$ cat src/rtl/voice_alloc.sv
// Voice allocator: maps MIDI note-on/off events onto synth voice slots,
// tracking per-slot state and age and stealing the oldest voice when full.
//
// state    | meaning
// ST_IDLE  | ready for an event; strobes from the last ISSUE are visible here
// ST_SCAN  | one slot examined per cycle, collecting match/free/oldest candidates
// ST_ISSUE | pick the slot, update the slot table, load the output registers
module voice_alloc #(
    parameter int NUM_VOICES = 16,
    parameter int AGE_W      = 8
) (
    input  logic       clk32,
    input  logic       rst_n,
    input  logic       in_valid,
    output logic       in_ready,
    input  logic       in_on,
    input  logic [6:0] in_note,
    input  logic [6:0] in_velocity,
    input  logic [3:0] in_channel,
    output logic       note_pressed,
    output logic       note_released,
    output logic [6:0] note,
    output logic [6:0] velocity,
    output logic [3:0] channel,
    output logic [7:0] addr,
    output logic       stolen,
    output logic       miss
);
    localparam int IDX_W = (NUM_VOICES > 1) ? $clog2(NUM_VOICES) : 1;
    localparam logic [IDX_W-1:0] LAST_IDX = IDX_W'(NUM_VOICES - 1);

    localparam logic [1:0] ST_IDLE  = 2'd0;
    localparam logic [1:0] ST_SCAN  = 2'd1;
    localparam logic [1:0] ST_ISSUE = 2'd2;

    localparam logic [1:0] SL_FREE = 2'd0;
    localparam logic [1:0] SL_HELD = 2'd1;
    localparam logic [1:0] SL_REL  = 2'd2;

    logic [1:0]       state_q, state_d;
    logic [IDX_W-1:0] scan_idx_q, scan_idx_d;

    logic             ev_on_q, ev_on_d;
    logic [6:0]       ev_note_q, ev_note_d;
    logic [6:0]       ev_vel_q, ev_vel_d;
    logic [3:0]       ev_ch_q, ev_ch_d;

    logic             match_vld_q, match_vld_d;
    logic [IDX_W-1:0] match_idx_q, match_idx_d;
    logic             free_vld_q, free_vld_d;
    logic [IDX_W-1:0] free_idx_q, free_idx_d;
    logic             rel_vld_q, rel_vld_d;
    logic [IDX_W-1:0] rel_idx_q, rel_idx_d;
    logic [AGE_W-1:0] rel_age_q, rel_age_d;
    logic             held_vld_q, held_vld_d;
    logic [IDX_W-1:0] held_idx_q, held_idx_d;
    logic [AGE_W-1:0] held_age_q, held_age_d;

    logic [1:0]       slot_st_q   [NUM_VOICES];
    logic [1:0]       slot_st_d   [NUM_VOICES];
    logic [6:0]       slot_note_q [NUM_VOICES];
    logic [6:0]       slot_note_d [NUM_VOICES];
    logic [3:0]       slot_ch_q   [NUM_VOICES];
    logic [3:0]       slot_ch_d   [NUM_VOICES];
    logic [AGE_W-1:0] slot_age_q  [NUM_VOICES];
    logic [AGE_W-1:0] slot_age_d  [NUM_VOICES];

    logic             note_pressed_q, note_pressed_d;
    logic             note_released_q, note_released_d;
    logic             stolen_q, stolen_d;
    logic             miss_q, miss_d;
    logic [6:0]       note_q, note_d;
    logic [6:0]       velocity_q, velocity_d;
    logic [3:0]       channel_q, channel_d;
    logic [7:0]       addr_q, addr_d;

    logic [1:0]       cur_st;
    logic [AGE_W-1:0] cur_age;
    logic             cur_hit;
    logic [IDX_W-1:0] sel_idx;
    logic             sel_steal;

    always_comb begin
        state_d     = state_q;
        scan_idx_d  = scan_idx_q;
        ev_on_d     = ev_on_q;
        ev_note_d   = ev_note_q;
        ev_vel_d    = ev_vel_q;
        ev_ch_d     = ev_ch_q;
        match_vld_d = match_vld_q;
        match_idx_d = match_idx_q;
        free_vld_d  = free_vld_q;
        free_idx_d  = free_idx_q;
        rel_vld_d   = rel_vld_q;
        rel_idx_d   = rel_idx_q;
        rel_age_d   = rel_age_q;
        held_vld_d  = held_vld_q;
        held_idx_d  = held_idx_q;
        held_age_d  = held_age_q;
        slot_st_d   = slot_st_q;
        slot_note_d = slot_note_q;
        slot_ch_d   = slot_ch_q;
        slot_age_d  = slot_age_q;

        note_pressed_d  = 1'b0;
        note_released_d = 1'b0;
        stolen_d        = 1'b0;
        miss_d          = 1'b0;
        note_d          = note_q;
        velocity_d      = velocity_q;
        channel_d       = channel_q;
        addr_d          = addr_q;

        cur_st    = slot_st_q[scan_idx_q];
        cur_age   = slot_age_q[scan_idx_q];
        cur_hit   = (cur_st != SL_FREE) && (slot_note_q[scan_idx_q] == ev_note_q)
                    && (slot_ch_q[scan_idx_q] == ev_ch_q);
        sel_idx   = '0;
        sel_steal = 1'b0;

        case (state_q)
            ST_IDLE: begin
                if (in_valid) begin
                    // A note-on with zero velocity is treated as a note-off.
                    ev_on_d     = in_on && (in_velocity != 7'd0);
                    ev_note_d   = in_note;
                    ev_vel_d    = in_velocity;
                    ev_ch_d     = in_channel;
                    scan_idx_d  = '0;
                    match_vld_d = 1'b0;
                    free_vld_d  = 1'b0;
                    rel_vld_d   = 1'b0;
                    held_vld_d  = 1'b0;
                    state_d     = ST_SCAN;
                end
            end
            ST_SCAN: begin
                if (!match_vld_q && cur_hit) begin
                    match_vld_d = 1'b1;
                    match_idx_d = scan_idx_q;
                end
                if (!free_vld_q && cur_st == SL_FREE) begin
                    free_vld_d = 1'b1;
                    free_idx_d = scan_idx_q;
                end
                // Strict compare keeps the lowest index on equal ages.
                if (cur_st == SL_REL && (!rel_vld_q || cur_age > rel_age_q)) begin
                    rel_vld_d = 1'b1;
                    rel_idx_d = scan_idx_q;
                    rel_age_d = cur_age;
                end
                if (cur_st == SL_HELD && (!held_vld_q || cur_age > held_age_q)) begin
                    held_vld_d = 1'b1;
                    held_idx_d = scan_idx_q;
                    held_age_d = cur_age;
                end
                if (scan_idx_q == LAST_IDX) begin
                    state_d = ST_ISSUE;
                end else begin
                    scan_idx_d = scan_idx_q + 1'b1;
                end
            end
            ST_ISSUE: begin
                state_d = ST_IDLE;
                if (ev_on_q) begin
                    if (match_vld_q) begin
                        sel_idx = match_idx_q;
                    end else if (free_vld_q) begin
                        sel_idx = free_idx_q;
                    end else if (rel_vld_q) begin
                        sel_idx = rel_idx_q;
                    end else begin
                        sel_idx   = held_idx_q;
                        sel_steal = 1'b1;
                    end
                    for (int i = 0; i < NUM_VOICES; i++) begin
                        if (IDX_W'(i) == sel_idx) begin
                            slot_st_d[i]   = SL_HELD;
                            slot_note_d[i] = ev_note_q;
                            slot_ch_d[i]   = ev_ch_q;
                            slot_age_d[i]  = '0;
                        end else if (slot_st_q[i] != SL_FREE && slot_age_q[i] != '1) begin
                            slot_age_d[i] = slot_age_q[i] + 1'b1;
                        end
                    end
                    note_pressed_d = 1'b1;
                    stolen_d       = sel_steal;
                    addr_d         = 8'(sel_idx);
                    note_d         = ev_note_q;
                    velocity_d     = ev_vel_q;
                    channel_d      = ev_ch_q;
                end else if (match_vld_q) begin
                    if (slot_st_q[match_idx_q] == SL_HELD) begin
                        slot_st_d[match_idx_q] = SL_REL;
                    end
                    note_released_d = 1'b1;
                    addr_d          = 8'(match_idx_q);
                    note_d          = ev_note_q;
                    velocity_d      = ev_vel_q;
                    channel_d       = ev_ch_q;
                end else begin
                    miss_d = 1'b1;
                end
            end
            default: state_d = ST_IDLE;
        endcase
    end

    always_ff @(posedge clk32 or negedge rst_n) begin
        if (!rst_n) begin
            state_q         <= ST_IDLE;
            scan_idx_q      <= '0;
            ev_on_q         <= 1'b0;
            ev_note_q       <= '0;
            ev_vel_q        <= '0;
            ev_ch_q         <= '0;
            match_vld_q     <= 1'b0;
            match_idx_q     <= '0;
            free_vld_q      <= 1'b0;
            free_idx_q      <= '0;
            rel_vld_q       <= 1'b0;
            rel_idx_q       <= '0;
            rel_age_q       <= '0;
            held_vld_q      <= 1'b0;
            held_idx_q      <= '0;
            held_age_q      <= '0;
            for (int i = 0; i < NUM_VOICES; i++) begin
                slot_st_q[i]   <= SL_FREE;
                slot_note_q[i] <= '0;
                slot_ch_q[i]   <= '0;
                slot_age_q[i]  <= '0;
            end
            note_pressed_q  <= 1'b0;
            note_released_q <= 1'b0;
            stolen_q        <= 1'b0;
            miss_q          <= 1'b0;
            note_q          <= '0;
            velocity_q      <= '0;
            channel_q       <= '0;
            addr_q          <= '0;
        end else begin
            state_q         <= state_d;
            scan_idx_q      <= scan_idx_d;
            ev_on_q         <= ev_on_d;
            ev_note_q       <= ev_note_d;
            ev_vel_q        <= ev_vel_d;
            ev_ch_q         <= ev_ch_d;
            match_vld_q     <= match_vld_d;
            match_idx_q     <= match_idx_d;
            free_vld_q      <= free_vld_d;
            free_idx_q      <= free_idx_d;
            rel_vld_q       <= rel_vld_d;
            rel_idx_q       <= rel_idx_d;
            rel_age_q       <= rel_age_d;
            held_vld_q      <= held_vld_d;
            held_idx_q      <= held_idx_d;
            held_age_q      <= held_age_d;
            slot_st_q       <= slot_st_d;
            slot_note_q     <= slot_note_d;
            slot_ch_q       <= slot_ch_d;
            slot_age_q      <= slot_age_d;
            note_pressed_q  <= note_pressed_d;
            note_released_q <= note_released_d;
            stolen_q        <= stolen_d;
            miss_q          <= miss_d;
            note_q          <= note_d;
            velocity_q      <= velocity_d;
            channel_q       <= channel_d;
            addr_q          <= addr_d;
        end
    end

    assign in_ready      = (state_q == ST_IDLE);
    assign note_pressed  = note_pressed_q;
    assign note_released = note_released_q;
    assign stolen        = stolen_q;
    assign miss          = miss_q;
    assign note          = note_q;
    assign velocity      = velocity_q;
    assign channel       = channel_q;
    assign addr          = addr_q;

endmodule
$ cat config.mk
export PLATFORM = sky130hd
export DESIGN_NAME = voice_alloc
export DESIGN_NICKNAME = d
export VERILOG_FILES = /design/src/rtl/voice_alloc.sv
export SDC_FILE = /design/constraint.sdc
export NUM_CORES = 1
export LEC_CHECK = 0
export ABC_AREA = 1
export CORE_MARGIN = 1.5
export CORE_UTILIZATION = 45
export CTS_CLUSTER_DIAMETER = 100
export DETAILED_ROUTE_END_ITERATION = 8
export GPL_TIMING_DRIVEN = 1
export SETUP_SLACK_MARGIN = 0.3
export SLEW_MARGIN = 20
export SYNTH_ARGS = -nofsm -noshare
export SYNTH_HDL_FRONTEND = slang
export SYNTH_SLANG_ARGS = --single-unit
$ cat constraint.sdc
create_clock -name clk32 -period 4.3 [get_ports clk32]
set_clock_uncertainty 0.2 [all_clocks]
set_input_delay 0.43 -clock clk32 [delete_from_list [all_inputs] [get_ports clk32]]
set_output_delay 0.43 -clock clk32 [all_outputs]
set_load 0.01 [all_outputs]
==> metrics.log <==
[metrics] per-cell routed wire length: ~19 um
[metrics] initial standard-cell utilization of the core: 0.457
[metrics] Required @ worst endpoint: between 4000 and 5000 ps
[metrics] clock tree root driver cell: sky130_fd_sc_hd__clkbuf_16
[metrics] count of inserted antenna diode cells: 0
[metrics] Tightest Pin Transition: 1090 ps
[metrics] total negative slack: 0 ps
[metrics] clk sinks: ~420
[metrics] detailed-route DRC error count: 0
[metrics] total track usage: 0.266
[metrics] pin count of the biggest net entering global routing: approximately 120
[metrics] RSZ-0062 raised after global routing: false
[metrics] floorplan core area: around 50,000 um^2
[metrics] worst hold slack after final layout: 185 ps
[metrics] type of element capturing the critical path: flop
[metrics] Finish-stage setup viols: 0
[metrics] cell area after synthesis: ~23,000 um^2
[metrics] Fmax: 0.265 GHz
[metrics] total number of placement rows: between 80 and 90
[metrics] nature of the critical path startpoint: flop
[metrics] category of the critical setup timing path: reg2reg
[metrics] Die X: 229 um
[metrics] Synth async-reset ratio: 1.00
[metrics] number of global-route vias before repair: 19,100
[metrics] period utilization: 0.877
[metrics] final worst path period need: 3770 ps
[metrics] EDFF count, synth: 0
[metrics] Relative slew margins: 0.274
[metrics] via count: 20,000
[metrics] number of antenna violations at the first check in global routing: 1
[metrics] Syn Inst Count: about 3,000
[metrics] number of port buffers: between 40 and 50
[metrics] standby leakage power: around 12 nW
[metrics] final antenna-violating net count: 0
[metrics] weighted congestion at the end of routability-driven global placement: between 0.9 and 1
[metrics] htree depth: 2
[metrics] Worst VDD drop: ~0.43 mV
[metrics] synthesized area per cell: 7.69 um^2
[metrics] run status: completed
[metrics] number of buffers between clock root and the deepest sink: 3
[metrics] GRT overflow: 0
[metrics] post-synthesis to final-layout area growth: 11.1%
[metrics] Netlist cell types: 56
[metrics] number of design-rule violations left by the first detailed-router iteration: approximately 1,900
[metrics] P per Cell Area: 584 nW/um^2
[metrics] clock latency reported for the late side of the worst-skew pair: 610 ps
[metrics] number of maximum-capacitance violations: 0
[metrics] type of the most critical hold path: in2reg
[metrics] number of synthesized register bits: 423
[metrics] most used flip-flop cell after synthesis: sky130_fd_sc_hd__dfrtp_1
[metrics] net count reported at finish: about 3,000
[metrics] number of detailed-routing iterations run before antenna repair: 6
[metrics] final WL: 69.1 mm
[metrics] Yosys warnings: 0
[metrics] area of the die: ~52,000 um^2
[metrics] half-perimeter wire length after placement: ~47 mm
[metrics] most common library cell in the layout ignoring fill and taps: sky130_fd_sc_hd__nand2_1
[metrics] arrival time of data at the critical path endpoint: between 4000 and 5000 ps
[metrics] wire length of the first global-routing pass: ~110 mm
[metrics] proportion of synthesized chip area in sequential cells: 0.462
[metrics] register-to-register path setup slack: roughly 530 ps
[metrics] Slew Viols, Final: 0
[metrics] commonest cells after routing, fill and taps aside: sky130_fd_sc_hd__nand2_1 (779), sky130_fd_sc_hd__dfrtp_1 (421), sky130_fd_sc_hd__o21ai_0 (387)
[metrics] clock input transition at the sequential cells of the worst setup and hold paths: 60 ps
[metrics] Critical Path Fanout Max: approximately 100
[metrics] ratio of routed vias to standard cells: 5.43
[metrics] proportion of layout cells with a drive suffix above 1: 0.0788
[metrics] clock tree from TritonCTS: done
[metrics] TritonCTS Buffers: 48
[metrics] Die Span Y: between 200 and 250 um
[metrics] final hold violations: 0
[metrics] number of placed I/O pins: 53
-- cells by family (layout without fill, tap and decap cells) --
logic type,after synthesis,in the layout,synth area share
compound gates,669,669,0.157
xor+xnor,31,31,0.0118
fa+ha+maj,33,33,0.0180
buf+inv,499,525,0.0976
flops,423,423,0.462
mux,7,7,0.00344
other cells,1,4,0.000164
simple gates,1315,1315,0.250
-- stage by stage --
step	instance area, um^2	util	std cells	setup slack (ps)	power, mW
3_5_place_dp	23700	0.472	3587	429	10.4
2_1_floorplan	22900	-	2981	1030	8.66
6_report	25400	0.507	3679	528	14.9
4_1_cts	25400	0.507	3678	429	14.9
5_1_grt	25400	0.507	3679	308	15.8
3_3_place_gp	23700	0.472	3587	440	10.3
-- cell usage after synthesis, types with 21 or more instances --
master	number	area, um^2
sky130_fd_sc_hd__clkbuf_1	50	188
sky130_fd_sc_hd__nor2_1	160	601
sky130_fd_sc_hd__nand4_1	34	213
sky130_fd_sc_hd__ha_1	33	413
sky130_fd_sc_hd__buf_2	43	215
sky130_fd_sc_hd__nor3_1	34	170
sky130_fd_sc_hd__o21ai_1	46	230
sky130_fd_sc_hd__xor2_1	26	228
sky130_fd_sc_hd__nand2_1	780	2930
sky130_fd_sc_hd__buf_6	21	236
sky130_fd_sc_hd__dfrtp_1	423	10600
sky130_fd_sc_hd__inv_1	326	1220
sky130_fd_sc_hd__o21ai_0	387	1940
sky130_fd_sc_hd__buf_4	34	255
sky130_fd_sc_hd__a21oi_1	144	721
sky130_fd_sc_hd__nand3_1	226	1130
-- per-layer routing --
layer | wire length (um) | up-vias | part of all wire | track usage
met5 | 12 | - | 0.00017 | 0
met3 | 3840 | 135 | 0.056 | 0.0338
li1 | - | 9672 | - | -
met1 | 29700 | 9530 | 0.43 | 0.349
met2 | 32700 | 642 | 0.47 | 0.442
met4 | 2760 | 2 | 0.040 | 0.116
-- cell type report --
type,instances,area [um^2]
Sequential cell,423,10600
Timing Repair inverter,1,7.51
Clock buffer,63,1370
Timing Repair Buffer,88,855
Fill cell,4845,24700
Tap cell,672,841
Clock inverter,27,367
Multi-Input combinational cell,2059,10100
Inverter,346,1310
-- power breakdown --
group | internal (mW) | switching (mW) | leakage [nW] | total (mW)
registers | 4.33 | 0.257 | 5.70 | 4.59
clock network | 2.68 | 1.78 | 0.844 | 4.46
logic | 1.64 | 4.18 | 5.35 | 5.82
-- sequential cells by signal (all words and copies together), names as in the netlist, 2 cells and up --
name         count
rel_age_q        8
slot_st_q       32
free_idx_q       4
ev_ch_q          4
velocity         7
channel          4
held_idx_q       4
held_age_q       8
note             7
slot_ch_q       64
match_idx_q      4
state_q          2
scan_idx_q       4
ev_vel_q         7
slot_note_q    112
slot_age_q     128
rel_idx_q        4
addr             4
ev_note_q        7
-- worst max-delay path, cell delays in order, from the launching register on --
cell                         delay (ps)
sky130_fd_sc_hd__dfrtp_4            430
sky130_fd_sc_hd__buf_12             400
sky130_fd_sc_hd__o21ai_0            180
sky130_fd_sc_hd__o211ai_1           320
sky130_fd_sc_hd__nand3_1            220
sky130_fd_sc_hd__nand3_1            250
sky130_fd_sc_hd__ha_1               300
sky130_fd_sc_hd__a21oi_1            160
sky130_fd_sc_hd__o21ai_0            100
sky130_fd_sc_hd__nand2_1             80
sky130_fd_sc_hd__o211ai_1           100
sky130_fd_sc_hd__o21ai_0            110
sky130_fd_sc_hd__a21oi_1            110
sky130_fd_sc_hd__nand2_2            250
sky130_fd_sc_hd__clkinvlp_4         250
sky130_fd_sc_hd__nand2_1             90
sky130_fd_sc_hd__o21ai_0             80
-- final timing paths --
check,startpoint,to,depth (start not counted)
setup reg to reg,scan_idx_q[1],rel_age_q[5],16
hold reg to reg,slot_st_q[8],slot_st_q[8],2
min in group asynchronous,rst_n,slot_age_q[64],2
max in group asynchronous,rst_n,ev_ch_q[2],3
setup / recovery,scan_idx_q[1],rel_age_q[5],16
hold / removal,in_velocity[1],ev_vel_q[1],3
-- repair_timing --
action / 4_1_cts / 5_1_grt
hold buffers: 1 / 0
buffers inserted: 0 / 0
endpoints found under the setup margin: 0 / 9
resized for setup: 0 / 7
hold endpoints to repair: 87 / 0
(Power assumes the default switching activity.)
